`src/rtl/stopwatch_pkg.sv`:
```
// Shared types and constants for the stopwatch button front end.
package stopwatch_pkg;

  typedef enum logic [1:0] {
    IDLE,
    PRESS_WAIT,
    HELD,
    REL_WAIT
  } debounce_state_t;

  localparam int CLK_HZ             = 100_000_000;
  // 5 ms of stability at the board clock.
  localparam int DEB_CYCLES_DEFAULT = CLK_HZ / 200;

  localparam int NUM_BTN   = 2;
  localparam int BTN_PAUSE = 0;
  localparam int BTN_CLR   = 1;

  function automatic int deb_cnt_width(input int cycles);
    return (cycles < 2) ? 1 : $clog2(cycles);
  endfunction

endpackage

```
`src/rtl/stopwatch_button_ctrl_if.sv`:
```
// Board-side button inputs and the pause/clear controls sent to the counter logic.
interface stopwatch_button_ctrl_if;

  logic btn_pause_raw;
  logic btn_clr_raw;
  logic pause;
  logic clr_pulse;

  modport master (
    output btn_pause_raw,
    output btn_clr_raw,
    input  pause,
    input  clr_pulse
  );

  modport slave (
    input  btn_pause_raw,
    input  btn_clr_raw,
    output pause,
    output clr_pulse
  );

endinterface

```
`src/rtl/btn_debounce.sv`:
```
// Two-flop synchroniser plus debounce FSM; emits a one-cycle press strobe per
// accepted press of a raw push-button.
module btn_debounce
  import stopwatch_pkg::*;
#(
  parameter int DEB_CYCLES = DEB_CYCLES_DEFAULT
) (
  input  logic clk,
  input  logic rst,
  input  logic raw,
  output logic press
);

  localparam int              CNT_W    = deb_cnt_width(DEB_CYCLES);
  localparam logic [CNT_W-1:0] CNT_LAST = CNT_W'(DEB_CYCLES - 1);

  logic            s1_reg;
  logic            s2_reg;
  debounce_state_t state_reg, state_next;
  logic [CNT_W-1:0] cnt_reg, cnt_next;
  logic            press_reg, press_next;

  // Starting in REL_WAIT means a button held through reset reads as HELD, not a press.
  always_ff @(posedge clk) begin
    if (rst) begin
      s1_reg    <= 1'b0;
      s2_reg    <= 1'b0;
      state_reg <= REL_WAIT;
      cnt_reg   <= '0;
      press_reg <= 1'b0;
    end else begin
      s1_reg    <= raw;
      s2_reg    <= s1_reg;
      state_reg <= state_next;
      cnt_reg   <= cnt_next;
      press_reg <= press_next;
    end
  end

  always_comb begin
    state_next = state_reg;
    cnt_next   = cnt_reg;
    press_next = 1'b0;
    case (state_reg)
      IDLE: begin
        if (s2_reg) begin
          state_next = PRESS_WAIT;
          cnt_next   = '0;
        end
      end
      PRESS_WAIT: begin
        if (!s2_reg) begin
          state_next = IDLE;
        end else if (cnt_reg == CNT_LAST) begin
          state_next = HELD;
          press_next = 1'b1;
        end else begin
          cnt_next = cnt_reg + CNT_W'(1);
        end
      end
      HELD: begin
        if (!s2_reg) begin
          state_next = REL_WAIT;
          cnt_next   = '0;
        end
      end
      REL_WAIT: begin
        if (s2_reg) begin
          state_next = HELD;
        end else if (cnt_reg == CNT_LAST) begin
          state_next = IDLE;
        end else begin
          cnt_next = cnt_reg + CNT_W'(1);
        end
      end
      default: begin
        state_next = REL_WAIT;
        cnt_next   = '0;
      end
    endcase
  end

  assign press = press_reg;

endmodule

```
`src/rtl/stopwatch_button_ctrl.sv`:
```
// Pause-toggle / clear-pulse front end for the stopwatch counter.
// Build option: define CLEAR_PAUSE_EN to make a clear press also stop the watch.
module stopwatch_button_ctrl
  import stopwatch_pkg::*;
#(
  parameter int DEB_CYCLES = DEB_CYCLES_DEFAULT,
  parameter bit PAUSE_INIT = 1'b1
) (
  input  logic                    clk,
  input  logic                    rst,
  stopwatch_button_ctrl_if.slave  bus
);

  logic [NUM_BTN-1:0] raw;
  logic [NUM_BTN-1:0] press;

  assign raw[BTN_PAUSE] = bus.btn_pause_raw;
  assign raw[BTN_CLR]   = bus.btn_clr_raw;

  generate
    for (genvar gi = 0; gi < NUM_BTN; gi++) begin : g_deb
      btn_debounce #(
        .DEB_CYCLES (DEB_CYCLES)
      ) u_deb (
        .clk   (clk),
        .rst   (rst),
        .raw   (raw[gi]),
        .press (press[gi])
      );
    end
  endgenerate

  logic pause_reg, pause_next;
  logic clr_pulse_reg, clr_pulse_next;

  // Clear wins over a coincident pause strobe.
  always_comb begin
    pause_next     = pause_reg;
    clr_pulse_next = press[BTN_CLR];
    if (press[BTN_CLR]) begin
`ifdef CLEAR_PAUSE_EN
      pause_next = 1'b1;
`else
      pause_next = pause_reg;
`endif
    end else if (press[BTN_PAUSE]) begin
      pause_next = ~pause_reg;
    end
  end

  always_ff @(posedge clk) begin
    if (rst) begin
      pause_reg     <= PAUSE_INIT;
      clr_pulse_reg <= 1'b0;
    end else begin
      pause_reg     <= pause_next;
      clr_pulse_reg <= clr_pulse_next;
    end
  end

  assign bus.pause     = pause_reg;
  assign bus.clr_pulse = clr_pulse_reg;

endmodule
```
`src/flat_wrapper.sv`:
```
// flat-port wrapper written by rule: the top's interface ports become plain ports
module stopwatch_button_ctrl_flat import stopwatch_pkg::*;
#(
  parameter int DEB_CYCLES = DEB_CYCLES_DEFAULT,
  parameter bit PAUSE_INIT = 1'b1
)
  (clk, rst, bus_btn_pause_raw, bus_btn_clr_raw, bus_pause, bus_clr_pulse);
  stopwatch_button_ctrl_if bus_i ();
  input  logic clk;
  input  logic rst;
  input wire logic [$bits(bus_i.btn_pause_raw)-1:0] bus_btn_pause_raw;
  input wire logic [$bits(bus_i.btn_clr_raw)-1:0] bus_btn_clr_raw;
  output wire logic [$bits(bus_i.pause)-1:0] bus_pause;
  output wire logic [$bits(bus_i.clr_pulse)-1:0] bus_clr_pulse;
  assign bus_i.btn_pause_raw = bus_btn_pause_raw;
  assign bus_i.btn_clr_raw = bus_btn_clr_raw;
  assign bus_pause = bus_i.pause;
  assign bus_clr_pulse = bus_i.clr_pulse;
  stopwatch_button_ctrl #(.DEB_CYCLES(DEB_CYCLES), .PAUSE_INIT(PAUSE_INIT)) u_core (.clk(clk), .rst(rst), .bus(bus_i));
endmodule
```
`config.mk`:
```
export PLATFORM = sky130hd
export DESIGN_NAME = stopwatch_button_ctrl_flat
export DESIGN_NICKNAME = d
export VERILOG_FILES = /design/src/rtl/stopwatch_pkg.sv /design/src/rtl/stopwatch_button_ctrl_if.sv /design/src/rtl/btn_debounce.sv /design/src/rtl/stopwatch_button_ctrl.sv /design/src/flat_wrapper.sv
export SDC_FILE = /design/constraint.sdc
export NUM_CORES = 1
export LEC_CHECK = 0
export CELL_PAD_IN_SITES_DETAIL_PLACEMENT = 2
export CELL_PAD_IN_SITES_GLOBAL_PLACEMENT = 2
export CORE_ASPECT_RATIO = 2
export CORE_MARGIN = 1
export CORE_UTILIZATION = 42
export DETAILED_ROUTE_END_ITERATION = 7
export HOLD_SLACK_MARGIN = 0.12
export PLACE_DENSITY_LB_ADDON = 0.15
export SLEW_MARGIN = 20
export SYNTH_ARGS = -nofsm -noshare
export SYNTH_HDL_FRONTEND = slang
export SYNTH_SLANG_ARGS = --single-unit
export TNS_END_PERCENT = 100
```
`constraint.sdc`:
```
create_clock -name clk -period 5.6 [get_ports clk]
set_input_delay 1.68 -clock clk [delete_from_list [all_inputs] [get_ports clk]]
set_output_delay 1.68 -clock clk [all_outputs]
set_load 0.01 [all_outputs]
```
* Yosys cells after proc, flatten, opt, wreduce, memory -nomap -nowiden *
Cells that the tools add are included.
Widths: inputs -> output; s select.

word-level totals
  bits of input ports = 4
  logic and storage cells = 77
  output and inout bits = 2
  bits in registers = 50

cells by class
  multiplexer cells = 28
  bitwise operators = 6
  equal/unequal tests = 20
  $add $sub $neg = 2
  reductions and logical operators = 9

operator list
  operator               count
  $mux 19                10
  $pmux 19 s4            2
  $add 19x1->19 const B  2
  $eq 19x19->1 const B   2
  $mux 2                 12
  $ne 2x2->1 const B     8
  $pmux 2 s4             2
  $reduce_and 4->1       4
  $ne 3x3->1 const B     4
  $eq 2x2->1 const B     4
  $not 1->1              6
  $reduce_or 3->1        2
  $eq 2x1->1 const B     2
  $logic_not 2->1        2
  $mux 1                 2
  $reduce_and 2->1       1

* Longest topological paths before layout *
Gate-level depths: netlist (run 1).

  depth after elaboration = 4
  depth in mapped cells = 7
  mapped depth without buffers = 6

* Hierarchy *
Synthesis (run 1) repeated with hierarchy kept, for this count alone.

unflattened totals
  cell total of the unflattened synthesis = 319
  area total of the unflattened synthesis = 2762.6 um2

by module, submodules not included
  module                 cells each  sequential area each (um2)  times used  area an instance (um2)
  btn_debounce           156         480.5                       2           1343.8
  stopwatch_button_ctrl  7           40.0                        1           75.1

* Least setup slack after synthesis (run 1) *
No wires, ideal clock.

  path type = input-to-reg
  from = input rst
  to = register u_core.g_deb[0].u_deb.cnt_reg[6]
  data arrival time = 2880 ps
  library setup time = 72 ps
  path buffers = 2
  required time = 5528 ps
  path slack = 2648 ps
  stages = 6
  path through = clkbuf_1 > nand2b_1 > a211oi_4 > buf_2 > nand3_1 > mux2i_1

RTL lines
  what                  RTL line            source
  from (decl)           flat_wrapper.sv:10  input logic rst;
  to (signal assigned)  btn_debounce.sv:35  cnt_reg <= cnt_next;
  to (decl)             btn_debounce.sv:20  logic [CNT_W-1:0] cnt_reg, cnt_next;

==> metrics, run 1 <==
status=finished, final reports clean; GP Congestion=about 0.74; Seq cells post-synth=50; final instance area=0.00275 mm2; Final period util=62.5%; CTS tree=built; gr ovfl total=0; sequential-to-total area share from yosys stat=between 40% and 50%; root buf cell=clkbuf_16; final-report hold violation count=0; post-synthesis average cell area=9.20 um2; DRT iter0 DRCs=45; hold depth=1; Buffers on Ports=5; post-CTS sizing=0; H-tree lvl count=2; clk buf depth=2; Die Width=about 56 um; worst hold path class=reg2reg; Post-synth ARST share=0%; Fin Setup TNS=0 ns; endpoint class of the critical path=register; relative slew slack=43.0%; commonest cells in the netlist=dfxtp_1 (50), nand2_1 (26), nor2_1 (25), nand3_1 (17), xor2_1 (11); Seq pwr share=48.5%; combinational power share=between 5 and 6%; DR WL/cell=18.3 um; Power Density=between 200 and 300 mW/mm2; # setup viols final=0; vias in the first global route=2248; initial antenna violation count=0; reg2reg start=u_core.g_deb[0].u_deb.cnt_reg[0]; CTS buffer count=5; Core ar.=between 0.005 and 0.006 mm2; P_sw=159 uW; Initial Utilization=43.5%; row cnt=39; Via Count=2013; fmax=286 MHz; Synthesis Warnings=0; Clock Power Share=between 40% and 50%; layout cells sized above 1=13.0%; Synth area leaders=dfxtp_1 (40%), nand2_1 (3.9%), xor2_1 (3.9%), nor2_1 (3.8%), nand3_1 (3.4%); total of max-cap violations=0; hpwl dp=about 4.6 mm; Least-Margin Pin Slew=about 0.86 ns; antenna cells=0; Die Y=around 110 um; share of the synthesized area in the top cell type=40.3%; max FFs per register=38; cell with the most instances after synthesis=dfxtp_1; vias per cell=~6.0; Hold Startpoint=u_core.g_deb[1].u_deb.s1_reg; clk_skew=0.00706 ns; Gate Count Post-Synth=270; Post-CTS Hold Fix Bufs=0; Pwr Total=759 uW; FF-to-FF path depth=6; Max Slew Vio Count=0; fill count=633; RSZ-0062 raised after global routing=no; Hold WS=approximately 0.44 ns; DRC=0; clock tree sinks=50; die area=0.00625 mm2; Post-synth EDFFs=0; Routed Wire Length=6.18 mm; Critical Path Source Type=input pin; Hold Path Sink=u_core.g_deb[1].u_deb.s2_reg; TritonRoute pass-1 iters=3; nets=282; P&R area growth vs syn=10.6%; synth unique cells=56; postcts setup bufs=0; largest net degree at the start of global routing=26; Switching Share=between 20% and 30%; CP max FO=18; first-pass GRT wire length=10.6 mm; Critical Path RT=5.81 ns; syn_nets=276; Post-Place Cell Area=0.00257 mm2; WS Path Type=in2reg; Worst-path clk slew=approximately 0.060 ns; Mapped Area=0.00248 mm2; crit path time final=3.50 ns; arrival time at the worst endpoint=approximately 3.7 ns; Static Leak=between 0.0009 and 0.001 uW; GRT Total Usage=22.0%; Yosys top cell by area=dfxtp_1; Most used DFF post-synth=dfxtp_1; Cell Int Power=599 uW; # IOs=6; worst-skew pair later-pin latency=0.29 ns; r2r setup slk=3.22 ns; peak supply drop=0.000219 V; Final ANT Viol Nets=0; critical register-to-register path endpoint=u_core.g_deb[0].u_deb.cnt_reg[13]
cell usage in the layout (no fill, tap or decap), types with 2 or more instances in the layout:
| cell | synthesis | layout |
|---|---|---|
| a21oi_1 | 8 | 8 |
| nor3_2 | 3 | 3 |
| nor2_1 | 25 | 25 |
| or3_1 | 2 | 2 |
| nand3_1 | 17 | 17 |
| clkdlybuf4s50_1 | 0 | 5 |
| dfxtp_1 | 50 | 50 |
| a21oi_2 | 9 | 9 |
| clkbuf_16 | 0 | 5 |
| xor2_1 | 11 | 11 |
| nor4b_1 | 2 | 2 |
| and2_1 | 3 | 3 |
| nand2b_1 | 6 | 6 |
| buf_4 | 2 | 2 |
| a21o_1 | 5 | 5 |
| xnor2_1 | 5 | 5 |
| nor3_1 | 3 | 3 |
| or4_1 | 2 | 2 |
| nor2b_1 | 6 | 6 |
| a22o_1 | 4 | 4 |
| inv_1 | 4 | 4 |
| a31oi_1 | 7 | 7 |
| mux2i_1 | 7 | 7 |
| nor4_1 | 3 | 3 |
| and3_1 | 5 | 5 |
| o21ai_0 | 4 | 4 |
| and4_1 | 3 | 3 |
| ha_1 | 2 | 2 |
| nand2_1 | 26 | 26 |
| o21ai_1 | 3 | 3 |
| nand3b_1 | 4 | 4 |
| nand4_1 | 9 | 9 |
cell families after synthesis:
group                    after synthesis  synth area share (%)
AO/OA/AOI/OAI                         47                  14.5
XOR/XNOR                              17                  6.29
adder cells (fa/ha/maj)                2                  1.01
buffers and inverters                 14                  3.12
flip-flops                            50                  40.3
multiplexers                           8                  3.27
AND/OR/NAND/NOR                      132                  31.6
stage by stage:
stage / std cells / utilization (%) / setup WS, ns
finish: 337 / 48.1 / 2.10
global route: 337 / 48.1 / 1.95
CTS: 336 / 47.9 / 1.72
detailed placement: 329 / 45.0 / 1.45
global placement: 329 / 45.0 / 1.57
floorplan: 270 / - / 2.65
layout make-up:
class / count / area, um2 / share of cell area [%]
repair buffers: 8 / 76.3 / 2.78
inverters: 5 / 18.8 / 0.683
clock inverters: 1 / 30.0 / 1.09
multi-input cells: 206 / 1410 / 51.2
flip-flops and latches: 50 / 1000 / 36.4
clock buffers: 6 / 139 / 5.05
well taps: 61 / 76.3 / 2.78
worst max path at each step:
stage | start | to | slack [ns] | cells past startpoint
after CTS | rst | u_core.g_deb[0].u_deb.cnt_reg[13] | 1.72 | 7
after global routing | rst | u_core.g_deb[0].u_deb.cnt_reg[5] | 1.95 | 6
after global placement | rst | u_core.g_deb[0].u_deb.cnt_reg[18] | 1.57 | 7
after floorplan | rst | u_core.g_deb[0].u_deb.cnt_reg[6] | 2.65 | 6
after detailed placement | rst | u_core.g_deb[0].u_deb.cnt_reg[18] | 1.45 | 7
final | rst | u_core.g_deb[0].u_deb.cnt_reg[13] | 2.10 | 6
routing by layer:
| metal | share of wire, % | vias to the layer above | global-route usage, % |
|---|---|---|---|
| li1 | - | 977 | - |
| met1 | 35 | 1019 | 20.1 |
| met2 | 62 | 10 | 44.9 |
| met3 | 1.4 | 7 | 3.50 |
| met5 | 0 | - | 0 |
| met4 | 2.0 | 0 | 9.11 |
power groups by stage:
stage	sequential [uW]	clock, uW	combinational [uW]
2_1_floorplan	374	0	31.8
3_3_place_gp	376	0	37.5
3_5_place_dp	376	0	39.5
4_1_cts	368	359	39.7
5_1_grt	369	370	45.0
6_report	368	351	39.8
worst max-delay path: stages:
cell and delay [ns]:
clkdlybuf4s50_1 0.40, buf_4 0.20, nand2b_1 0.26, o32ai_4 0.74
inv_2 0.18, a31oi_1 0.24
Power figures use the tool's default switching activity.
==> run 2, diff against run 1 <==
Settings changed: CORE_UTILIZATION 42 to 39.
Clock period 5.6 ns to 3.6 ns, I/O delays scaled along.
==> run 2 against run 1 <==
Against the previous run: first-iteration DRC count unchanged; highest routed layer unchanged; cell count increased by 7.4%; final area rose by 1.0%.
==> metrics, run 2 (synthesized netlist as in run 1, its figures left out) <==
Switching Share=22.3% (was 21.0%); first-pass GRT wire length=10.5 mm (was 10.6 mm); relative slew slack=53.3% (was 43.0%); status=finished, final reports clean (unchanged); Via Count=2026 (was 2013); CTS buffer count=5 (unchanged); GP Congestion=0.713 (was 0.739); worst-skew pair later-pin latency=0.30 ns (was 0.29 ns); row cnt=40 (was 39); nets=283 (was 282); clk_skew=0.00367 ns (was 0.00706 ns); r2r setup slk=1.42 ns (was 3.22 ns); Buffers on Ports=5 (unchanged); Initial Utilization=41.0% (was 43.5%); crit path time final=2.48 ns; reg2reg start=u_core.g_deb[0].u_deb.cnt_reg[0] (unchanged); endpoint class of the critical path=register (unchanged); layout cells sized above 1=13.7% (was 13.0%); worst hold path class=reg2reg (unchanged); combinational power share=5.2% (about the same); final-report hold violation count=0 (unchanged); Final ANT Viol Nets=0 (unchanged); vias per cell=5.60 (was 5.97); Cell Int Power=915 uW (was 599 uW); post-CTS sizing=0 (unchanged); Critical Path RT=3.83 ns (was 5.81 ns); Final period util=69.0%; initial antenna violation count=0 (unchanged); Worst-path clk slew=0.07 ns (was 0.06 ns); largest net degree at the start of global routing=19 (was 26); Least-Margin Pin Slew=0.695 ns (was 0.856 ns); vias in the first global route=2244 (was 2248); max FFs per register=38 (unchanged); non-filler cells in the finished layout=362 (was 337); Hold Startpoint=u_core.g_deb[1].u_deb.s1_reg (unchanged); # setup viols final=0 (unchanged); CP max FO=10 (was 18); P&R area growth vs syn=11.7% (was 10.6%); # IOs=6 (unchanged); arrival time at the worst endpoint=2.71 ns (was 3.71 ns); Core ar.=0.00606 mm2 (was 0.00571 mm2); worst setup path startpoint=rst (unchanged); peak supply drop=0.000289 V (was 0.000219 V); Post-CTS Hold Fix Bufs=0 (unchanged); clk buf depth=2 (unchanged); Die Width=58.4 um (was 56.4 um); Routed Wire Length=6.22 mm (was 6.18 mm); RSZ-0062 raised after global routing=no (unchanged); total of max-cap violations=0 (unchanged); DRC=0 (unchanged); Seq pwr share=48.7% (was 48.5%); fmax=403 MHz; Static Leak=0.000983 uW (was 0.000978 uW); Fin Setup TNS=0 ns (unchanged); clock tree sinks=50 (unchanged); CTS tree=built (unchanged); Max Slew Vio Count=0 (unchanged); Die Y=115 um (was 111 um); DRT iter0 DRCs=45 (unchanged); TritonRoute pass-1 iters=4 (was 3); most frequent cells in the layout=dfxtp_1 (50), nand2_1 (26), nor2_1 (25) (unchanged); most common cell after layout, fill and taps aside=dfxtp_1 (unchanged); root buf cell=clkbuf_16 (unchanged); hpwl dp=4.72 mm (was 4.61 mm); placed insts=354 (was 329); GRT Total Usage=20.8% (was 22.0%); postcts setup bufs=0 (unchanged); die area=0.00671 mm2 (was 0.00625 mm2); H-tree lvl count=2 (unchanged); Clock Power Share=46.1% (was 46.3%); P_sw=262 uW (was 159 uW); Power Density=424 mW/mm2 (was 276 mW/mm2); gr ovfl total=0 (unchanged); WS Path Type=in2reg (unchanged); DR WL/cell=17.2 um (was 18.3 um); antenna cells=0 (unchanged); Critical Path Source Type=input pin (unchanged)
## run 2: changes by cell type in the layout (fill, tap and decap cells not counted)
cell      previous run  this run
buf_4                2         4
clkbuf_8             1         0
buf_6                1         0
clkinv_2             0         2
## run 2: worst paths after layout
kind,end,cells past startpoint
worst min-delay path,u_core.g_deb[1].u_deb.s2_reg,1
worst max-delay path,u_core.g_deb[0].u_deb.cnt_reg[9],6
worst max register to register,u_core.g_deb[0].u_deb.cnt_reg[9],7
worst min register to register,u_core.g_deb[1].u_deb.s2_reg,1
## run 2: power by group through the flow
stage	Sequential, uW	Combinational [uW]	Clock, uW
final	572	61.3	543
after floorplan	582	49.5	0
after global routing	574	69.1	574
after CTS	572	63.2	557
after detailed placement	585	63.1	0
after global placement	584	60.2	0
## run 2: critical path, stage by stage
cell and delay [ns]:
clkdlybuf4s50_1 0.42, nand2b_1 0.24, o32ai_4 0.54, buf_4 0.27
a21oi_2 0.04, mux2i_1 0.13
## run 2: metal layers
layer | wire (um) | global-route usage [%]
met1 | 2240 | 19.0
met2 | 3710 | 41.8
met3 | 72 | 2.70
met4 | 197 | 11.0
met5 | 0 | 0
## run 2: area by class of cell
cell class | count | area, um2
fill | 678 | 3280
multi-input combinational | 206 | 1410
sequential | 50 | 1000
clock buffer | 5 | 125
tap | 84 | 105
timing repair buffer | 9 | 80.1
clock inverter | 3 | 40.0
inverter | 5 | 18.8
## run 2: through the flow
stage	hold WS, ns	instance area, um2	power [uW]	utilization [%]	setup WS (ns)
6_report	0.453	2780	1180	45.8	1.12
5_1_grt	0.476	2780	1220	45.8	0.951
4_1_cts	0.462	2780	1190	45.8	1.09
3_5_place_dp	0.437	2610	648	43.1	0.798
3_3_place_gp	0.425	2610	645	43.1	0.839
2_1_floorplan	0.414	2480	632	-	1.25
==> run 3, diff against run 2 <==
Settings changed: CORE_UTILIZATION 39 to 35.
Clock period 3.6 ns to 2.1 ns, I/O delays scaled along.
==> run 3 against run 2 <==
Against the previous run: register-to-register slack got worse by 1.3 ns; sequential power is 71% higher; largest cell class unchanged; combinational power grew 110%; critical path type is now reg2reg; clock-buffer cell count increased by 1; cell count up 4.7%; highest routed layer unchanged; hold slack better by 0.0023 ns.
==> metrics, run 3 (synthesized netlist as in run 1, its figures left out) <==
DR WL/cell=17.0 um (was 17.2 um); crit path time final=1.97 ns; die area=0.00746 mm2 (was 0.00671 mm2); first-pass GRT wire length=10.7 mm (was 10.5 mm); layout cells sized above 1=17.3% (was 13.7%); Final ANT Viol Nets=0 (unchanged); endpoint class of the critical path=register (unchanged); clk_skew=0.00428 ns (was 0.00367 ns); Worst-path clk slew=0.07 ns (about the same); WS Path Type=reg2reg (was in2reg); postcts setup bufs=0 (unchanged); worst setup path startpoint=u_core.g_deb[0].u_deb.cnt_reg[1] (was rst); fmax=507 MHz; GRT Total Usage=19.7% (was 20.8%); final-report hold violation count=0 (unchanged); Routed Wire Length=6.44 mm (was 6.22 mm); max FFs per register=38 (unchanged); Final period util=between 90% and 100%; antenna cells=0 (unchanged); Die Width=61.6 um (was 58.4 um); CTS buffer count=5 (unchanged); CTS tree=built (unchanged); # setup viols final=0 (unchanged); Power Density=681 mW/mm2 (was 424 mW/mm2); vias per cell=5.44 (was 5.60); # IOs=6 (unchanged); gr ovfl total=0 (unchanged); vias in the first global route=2240 (was 2244); worst-skew pair later-pin latency=0.30 ns (about the same); placed insts=371 (was 354); Hold Startpoint=u_core.g_deb[0].u_deb.s1_reg (was u_core.g_deb[1].u_deb.s1_reg); Static Leak=0.00103 uW (was 0.000983 uW); Critical Path Source Type=register (was input pin); Core ar.=0.00689 mm2 (was 0.00606 mm2); TritonRoute pass-1 iters=3 (was 4); row cnt=43 (was 40); GP Congestion=0.770 (was 0.713); hpwl dp=4.84 mm (was 4.72 mm); status=finished, final reports clean (unchanged); clk buf depth=2 (unchanged); Fin Setup TNS=0 ns (unchanged); Max Slew Vio Count=0 (unchanged); largest net degree at the start of global routing=34 (was 19); Via Count=2060 (was 2026); Post-Place Cell Area=0.00273 mm2 (was 0.00261 mm2); final instance area=0.00288 mm2 (was 0.00278 mm2); most frequent cells in the layout=dfxtp_1 (50), nand2_1 (26), nor2_1 (25) (unchanged); clock tree sinks=50 (unchanged); root buf cell=clkbuf_16 (unchanged); P&R area growth vs syn=15.9% (was 11.7%); reg2reg start=u_core.g_deb[0].u_deb.cnt_reg[1] (was u_core.g_deb[0].u_deb.cnt_reg[0]); relative slew slack=66.0% (was 53.3%); final setup margin=0.127 ns (was 1.12 ns); H-tree lvl count=2 (unchanged); most common cell after layout, fill and taps aside=dfxtp_1 (unchanged); Initial Utilization=36.1% (was 41.0%); peak supply drop=0.000401 V (was 0.000289 V); nets=294 (was 283); Buffers on Ports=5 (unchanged); initial antenna violation count=0 (unchanged); Critical Path RT=2.29 ns (was 3.83 ns); arrival time at the worst endpoint=2.17 ns (was 2.71 ns); CP max FO=33 (was 10); DRT iter0 DRCs=73 (was 45); total of max-cap violations=0 (unchanged); DRC=0 (unchanged); RSZ-0062 raised after global routing=no (unchanged); non-filler cells in the finished layout=379 (was 362); worst hold path class=reg2reg (unchanged); Least-Margin Pin Slew=0.507 ns (was 0.695 ns); pre-CTS setup slack=-0.103 ns (was 0.798 ns); Die Y=121 um (was 115 um)
## run 3: power by group
group          switching (uW)  internal (uW)  leakage [uW]
registers                16.6            963      0.000405
logic                    66.5           59.4      0.000557
clock network             382            473     0.0000729
total                     465           1500       0.00103
## run 3: final timing paths
check                                                          to  slack (ns)  cells after the start
worst min register to register       u_core.g_deb[0].u_deb.s2_reg        0.46                      1
worst max register to register  u_core.g_deb[0].u_deb.cnt_reg[16]        0.13                      7
worst max-delay path            u_core.g_deb[0].u_deb.cnt_reg[16]        0.13                      7
worst min-delay path                 u_core.g_deb[0].u_deb.s2_reg        0.46                      1
## run 3: through the flow
stage / power [uW] / utilization [%] / hold WS (ns)
after global placement: 1120 / 39.6 / 0.423
after CTS: 1990 / 41.8 / 0.460
after detailed placement: 1130 / 39.6 / 0.449
final: 1960 / 41.8 / 0.455
after global routing: 2030 / 41.8 / 0.481
after floorplan: 1080 / - / 0.414
## run 3: critical path, cell delays in order, from the launching register on
cell      delay [ns]
dfxtp_1         0.39
ha_2            0.24
nand4_4         0.17
nor4b_4         0.37
a211oi_4        0.12
buf_12          0.18
a21o_1          0.18
a22o_1          0.22
## run 3: routing by layer
metal  track usage [%]  share of wire (%)
met4              8.61                2.8
met5                 0                  0
met2              38.4                 61
met3              3.52                1.2
met1              18.2                 35
## run 3: timing repair
item | 4_1_cts | 5_1_grt
endpoints found under the setup margin | 0 | 1
resized for setup | 0 | 1
hold buffers | 0 | 0
## run 3: layout make-up
cell class                      count  area, um2
Fill cell                         807       4010
Multi-Input combinational cell    206       1410
Sequential cell                    50       1000
Timing Repair Buffer               20        188
Clock buffer                        6        139
Tap cell                           90        113
Inverter                            5       18.8
Clock inverter                      2       12.5
